$ cat src/rtl/status_register_unit.sv
// status_register_unit
//   Producer side of the NZCV condition-flag interface. Derives N/Z from the
//   EXE-stage ALU result, takes C/V from the ALU, and holds the architectural
//   NZCV register {N,Z,C,V} = [3:0]. A small LIFO saves and restores flags
//   around exception entry and return.
//
//   Build option: define STATUS_FLAG_BYPASS_EN to make flags_fwd the
//   combinational next-state NZCV. When it is undefined, flags_fwd is the
//   registered flags_out. The port list is the same in both builds.
//
//   Strobe semantics: save_req, restore_req and err_clr are single-cycle
//   requests. Each is sampled on every rising edge at which it is high. There
//   is no ready/backpressure. A request the LIFO cannot honour is dropped and
//   recorded in the sticky stack_err.
module status_register_unit #(
  parameter int DATA_W      = 32,
  parameter int STACK_DEPTH = 4
) (
  input  logic              clk,
  input  logic              rst_n,
  input  logic              ex_valid,
  input  logic              s_en,
  input  logic              stall,
  input  logic [DATA_W-1:0] alu_result,
  input  logic              alu_c,
  input  logic              alu_v,
  input  logic              save_req,
  input  logic              restore_req,
  input  logic              err_clr,
  output logic [3:0]        flags_out,
  output logic [3:0]        flags_fwd,
  output logic              stack_empty,
  output logic              stack_full,
  output logic              stack_err
);

  localparam int PTR_W = (STACK_DEPTH > 1) ? $clog2(STACK_DEPTH) : 1;
  localparam int CNT_W = PTR_W + 1;

  // Architectural state
  logic [3:0]       flags_q;
  logic [CNT_W-1:0] count_q;
  logic             err_q;
  logic [3:0]       stack_mem [STACK_DEPTH];

  // Next-state and decode signals
  logic             upd;
  logic [3:0]       alu_flags;
  logic             save_only;
  logic             restore_only;
  logic             illegal_req;
  logic             do_push;
  logic             do_pop;
  logic             err_evt;
  logic [CNT_W-1:0] count_m1;
  logic [PTR_W-1:0] push_idx;
  logic [PTR_W-1:0] top_idx;
  logic [3:0]       flags_next;
  logic [CNT_W-1:0] count_next;
  logic             err_next;
  logic             full_int;
  logic             empty_int;

  // Occupancy decoded straight from the count register.
  assign full_int  = (count_q == CNT_W'(STACK_DEPTH));
  assign empty_int = (count_q == '0);

  // Decode the ALU update and the stack request.
  always_comb begin
    upd          = ex_valid & s_en & ~stall;
    alu_flags    = {alu_result[DATA_W-1], (alu_result == '0), alu_c, alu_v};
    save_only    = save_req & ~restore_req;
    restore_only = restore_req & ~save_req;
    illegal_req  = save_req & restore_req;
    do_push      = save_only & ~full_int;
    do_pop       = restore_only & ~empty_int;
    err_evt      = illegal_req
                 | (save_only & full_int)
                 | (restore_only & empty_int);
    count_m1     = count_q - CNT_W'(1);
    // When a push is allowed the count is below STACK_DEPTH, so its low bits
    // index the next free slot. When a pop is allowed count-1 is the top entry.
    push_idx     = count_q[PTR_W-1:0];
    top_idx      = count_m1[PTR_W-1:0];
  end

  // Next-state NZCV. A successful pop overrides the ALU update in that cycle.
  always_comb begin
    flags_next = flags_q;
    if (do_pop) begin
      flags_next = stack_mem[top_idx];
    end else if (upd) begin
      flags_next = alu_flags;
    end
  end

  // Next-state entry count and sticky error. A new error beats err_clr.
  always_comb begin
    count_next = count_q;
    if (do_push) begin
      count_next = count_q + CNT_W'(1);
    end else if (do_pop) begin
      count_next = count_m1;
    end
    err_next = err_q;
    if (err_evt) begin
      err_next = 1'b1;
    end else if (err_clr) begin
      err_next = 1'b0;
    end
  end

  // Flag register, entry count and sticky error, with asynchronous reset.
  always_ff @(posedge clk or negedge rst_n) begin
    if (!rst_n) begin
      flags_q <= 4'b0000;
      count_q <= '0;
      err_q   <= 1'b0;
    end else begin
      flags_q <= flags_next;
      count_q <= count_next;
      err_q   <= err_next;
    end
  end

  // LIFO storage. Contents are don't-care after reset, so it has no reset.
  // The pushed value is the registered flags, not the value being updated.
  always_ff @(posedge clk) begin
    if (do_push) begin
      stack_mem[push_idx] <= flags_q;
    end
  end

  assign flags_out   = flags_q;
  assign stack_empty = empty_int;
  assign stack_full  = full_int;
  assign stack_err   = err_q;

`ifdef STATUS_FLAG_BYPASS_EN
  // Same-cycle consumers see the flags that will be registered at this edge.
  assign flags_fwd = flags_next;
`else
  // Consumers see the registered flags. The hazard unit covers the gap.
  assign flags_fwd = flags_q;
`endif

`ifndef SYNTHESIS
  // The count never exceeds the LIFO depth.
  always @(posedge clk) begin
    if (rst_n) begin
      assert (count_q <= CNT_W'(STACK_DEPTH))
        else $error("status_register_unit: count out of range");
      assert (!(full_int && empty_int))
        else $error("status_register_unit: full and empty together");
    end
  end
`endif

endmodule

$ cat config.mk
export PLATFORM = sky130hd
export DESIGN_NAME = status_register_unit
export DESIGN_NICKNAME = d
export VERILOG_FILES = /design/src/rtl/status_register_unit.sv
export SDC_FILE = /design/constraint.sdc
export NUM_CORES = 1
export LEC_CHECK = 0
export CORE_ASPECT_RATIO = 0.75
export CORE_MARGIN = 2
export CORE_UTILIZATION = 44
export CTS_CLUSTER_DIAMETER = 50
export DETAILED_ROUTE_END_ITERATION = 7
export MAX_ROUTING_LAYER = met4
export PLACE_DENSITY_LB_ADDON = 0.08
export SYNTH_ARGS = -nofsm -noshare
export SYNTH_HDL_FRONTEND = slang
export SYNTH_SLANG_ARGS = --single-unit
$ cat constraint.sdc
create_clock -name clk -period 4.25 [get_ports clk]
set_input_delay 0.425 -clock clk [delete_from_list [all_inputs] [get_ports clk]]
set_output_delay 0.425 -clock clk [all_outputs]
set_load 0.01 [all_outputs]
Word level (Yosys, flattened, before mapping)
Memories as Yosys holds them, arrays and structs flattened.
Index checks and enable logic that the tools add are counted.
Widths: inputs -> output; s select.
- $add $sub $neg: 2
- equal/unequal tests: 1
- multiplexer cells: 8
- bitwise gates (word level): 16
- reductions and logical operators: 5
- operator list (operator ; number):
    $logic_not 32->1 ; 1
    $and 1x1->1 ; 9
    $mux 4 ; 2
    $mux 3 ; 2
    $reduce_bool 2->1 ; 3
    $not 1->1 ; 5
    $mux 1 ; 4
    $add 3x1->3 const B ; 1
    $eq 3x3->1 const B ; 1
    $logic_not 3->1 ; 1
    $sub 3x1->3 const B ; 1
    $or 1x1->1 ; 2
- register bits: 8
- bits in writable memories: 16
- input port bits: 42
- output and inout bits: 11
- memories kept: 1
- memory list (name ; words ; width ; rd ports ; clocked after memory_dff ; write ports ; line ; RTL):
    stack_mem ; 4 ; 4 ; 1 ; 0 ; 1 ; 44 ; logic [3:0] stack_mem [STACK_DEPTH];

Logic depth before layout (Yosys ltp)
- depth after elaboration: 6
- depth in mapped cells: 8

Worst setup path after synthesis
OpenSTA, ideal clock, no wires.
- path kind: reg-to-reg
- start: register count_q[0]
- end: register count_q[0]
- setup time: 0.125 ns
- arrival time: 1.683 ns
- slack: 2.442 ns
- stages on the path, launching flop included: 9
- buffers on the path: 2
- period minus slack after synthesis: 1.808 ns
- path through: dfrtp_1 -> buf_2 -> inv_1 -> ha_1 -> ha_1 -> nor3b_1 -> buf_2 -> nor2_1 -> xnor2_1
- longest elaborated chain between the ends: 4
- RTL lines (what ; line ; RTL):
    from (decl) ; 42 ; logic [CNT_W-1:0] count_q;
    from (signal assigned) ; 121 ; count_q <= count_next;
    $logic_not 3->1 ; 66 ; assign empty_int = (count_q == '0);
    named net stack_empty ; 32 ; output logic stack_empty,
    $not 1->1 ; 76 ; do_pop = restore_only & ~empty_int;
    $and 1x1->1 ; 76 ;
    $reduce_bool 2->1 (no line) ; - ;
The timed path passes the listed nets, and every way through them passes these cells. The select of a mux whose other input is x is not followed.
A chain may end at the register's enable or synchronous reset.

Worst setup path after layout
- start: register count_q[0]
- end: register count_q[2]
- longest elaborated chain between the ends: 4
- RTL lines (what):
    parallel branches: the longest is 4 deep, another holds $sub 3x1->3
Several ways; the timed one is not identified. The select of a mux whose other input is x is not followed.

==> flow_summary.ini <==
[power]
power_density_mw_per_mm2 = 518
ir_drop_uv = 327
p_leak_nw = 0.672

[worst_setup_path]
cp_data_required_time_ps = 4470
worstSetupPathType = flip-flop to flip-flop
critPathArrivalTime_ps = 2870
critical-path-max-stage-delay_ps = 950
crit_fanout = 11
critPathSlowestCell = nor3b_1
critPathLaunchType = flip-flop
crit_path_cell_trace = inv_1 > ha_1 > ha_1 > nor3b_1 > nor3_1 > a221oi_1
worst_setup_path_end_kind = flip-flop
crit_top_cell = ha_1

[placed_design]
port_buffers = 52
dpl.cell_count = 168
place.gp.congestion = 0.805
hpwlAfterDp_um = 2040

[timing]
final.setup.tns_ps = 0
timing.final.crit_period_ps = 2650
fmax_ghz = 0.377
hold_viol_final = 0
grt_setup_unrepaired = false
post-route-period-util = 0.624
finalClockSkew_ps = 1.29
drv_slew = 0
setup_viol = 0
max_slew_margin = 0.207
worstMarginPinSlew_ps = 1190

[clocking]
tritoncts = done
cts_sinks = 24
cts_setup_buffers = 0
clk_pin_slew_ps = 130
clock_path_buffers = 2
cts_max_level = 1
cts_hold_buf = 0
root_buffer = clkbuf_4
post_cts_resized = 0
numCtsBuffers = 3
clk_latency_ps = 310

[floorplanning]
ios = 53
die_w_um = 64.4
fp.dieH_um = 49.3
die-area_sq_mm = 0.00317
placeableCoreArea_sq_mm = 0.00260
fp-row-count = 16
initial_core_util = 0.462

[final_layout]
layout.nets = 185
mostFrequentLayoutCells = 52 x clkdlybuf4s50_1, 16 x edfxtp_1, 8 x dfrtp_1
area.sequential_sq_um = 681
multiInputGateArea_sq_um = 467
drive_gt1_frac = 0.110
fin_cells = 172
final_common_cell = clkdlybuf4s50_1
fillCellCount = 190
area_growth_pct = 48.1
num_antenna_cells = 0
post-route-util = 0.684

[synthesis]
ys_seq_area_frac = 0.566
synth_edf_count = 16
syn_nets = 134
synth_top_cell_area_share = 0.400
yosys-top-cells-area = edfxtp_1 40%, dfrtp_1 17%, mux4_2 7.5%
ys_seq_elements = 24
yosys_warnings = 0
synth.largest_area_cell = edfxtp_1
async_flop_share = 0.333
synth_area_sq_mm = 0.00120
postSynthCellCount = 86
avgSynthCellArea_sq_um = 14.0
yosysUniqueCellTypes = 28
ys.flop_type = edfxtp_1

[grt]
grt_max_degree = 15
grt_pass1_wl_um = 4130
grt_usage = 0.181
gr-total-overflow = 0
antenna_found_initial = 0
grt_pass1_vias = 899

[status]
status = completed

[route]
drc = 0
antenna_left = 0
drt-total-wl_um = 2690
drt_iter0_drc = 27
drt_first_pass_iters = 5
num_vias = 907
post_drt_wl_per_cell_um = 15.6
drt-vias-per-instance = 5.27

[hold_path]
min_path_type = input pin to asynchronous set/reset pin

[flow_run]
max_cap_viol_count = 0
[cells in the mapped netlist (all sizes together) (2+ instances only)]
cell type	number
nor3	2
nor4	8
mux2i	3
edfxtp	16
nand4	2
nand2	3
o21ai	3
ha	6
mux4	4
inv	4
dfrtp	8
a21oi	6
and2	2
and3	4
buf	6
[state kept, by name, indices dropped and copies added, names as in the netlist]
| signal | count |
|---|---|
| count_q | 3 |
| flags_fwd | 4 |
| stack_err | 1 |
| stack_mem | 16 |
[power breakdown]
group | leakage [nW] | switching [mW] | total [mW] | internal (mW)
Combinational | 0.404 | 0.149 | 0.364 | 0.215
Sequential | 0.240 | 0.0680 | 0.395 | 0.327
Clock | 0.0279 | 0.0683 | 0.164 | 0.0953
Total | 0.672 | 0.286 | 0.923 | 0.637
[per-stage QoR]
stage / power (mW) / setup WS [ps] / hold slack (ps) / instance area (sq um)
after floorplan: 0.609 / 2440 / 129 / 1200
after global placement: 0.750 / 1760 / 515 / 1730
after detailed placement: 0.764 / 1630 / 526 / 1730
after CTS: 0.930 / 1600 / 397 / 1780
after global routing: 0.976 / 1410 / 419 / 1780
final: 0.923 / 1600 / 400 / 1780
[kinds of logic after synthesis]
group           count (synthesis)  synth area share
fa+ha+maj                       6            0.0624
xor+xnor                        1           0.00729
simple gates                   26             0.153
flops                          24             0.566
mux                             7            0.0999
buf+inv                        10            0.0458
compound gates                 12            0.0656
[layer usage]
metal  wire, um  vias up  global-route usage
li1           -      427                   -
met2       1220       47               0.292
met3        285        2              0.0716
met1       1170      431               0.216
met5          0        -                   -
met4         15        0              0.0426
[final cells by class]
type | instances | share of cell area
inverter | 4 | 0.00843
timing repair buffer | 52 | 0.292
clock inverter | 1 | 0.0169
sequential | 24 | 0.382
tap | 36 | 0.0253
multi-input combinational | 52 | 0.262
clock buffer | 3 | 0.0126
[critical path: cells and delay by family (launching register included)]
kind	cells	cell delay, ps
adder cells (fa/ha/maj)	2	460
flip-flops	1	620
AO/OA/AOI/OAI	1	260
buffers and inverters	1	150
AND/OR/NAND/NOR	2	1060
[path summary, 6_finish.rpt]
kind / start / cells after the start / slack, ps / endpoint
setup / recovery: count_q[0] / 6 / 1600 / count_q[2]
hold / removal: rst_n / 1 / 400 / stack_err
setup reg to reg: count_q[0] / 6 / 1600 / count_q[2]
hold reg to reg: stack_err / 2 / 550 / stack_err
max in group asynchronous: rst_n / 1 / 3560 / count_q[0]
min in group clk: stack_err / 2 / 550 / stack_err
(Power assumes the default switching activity.)
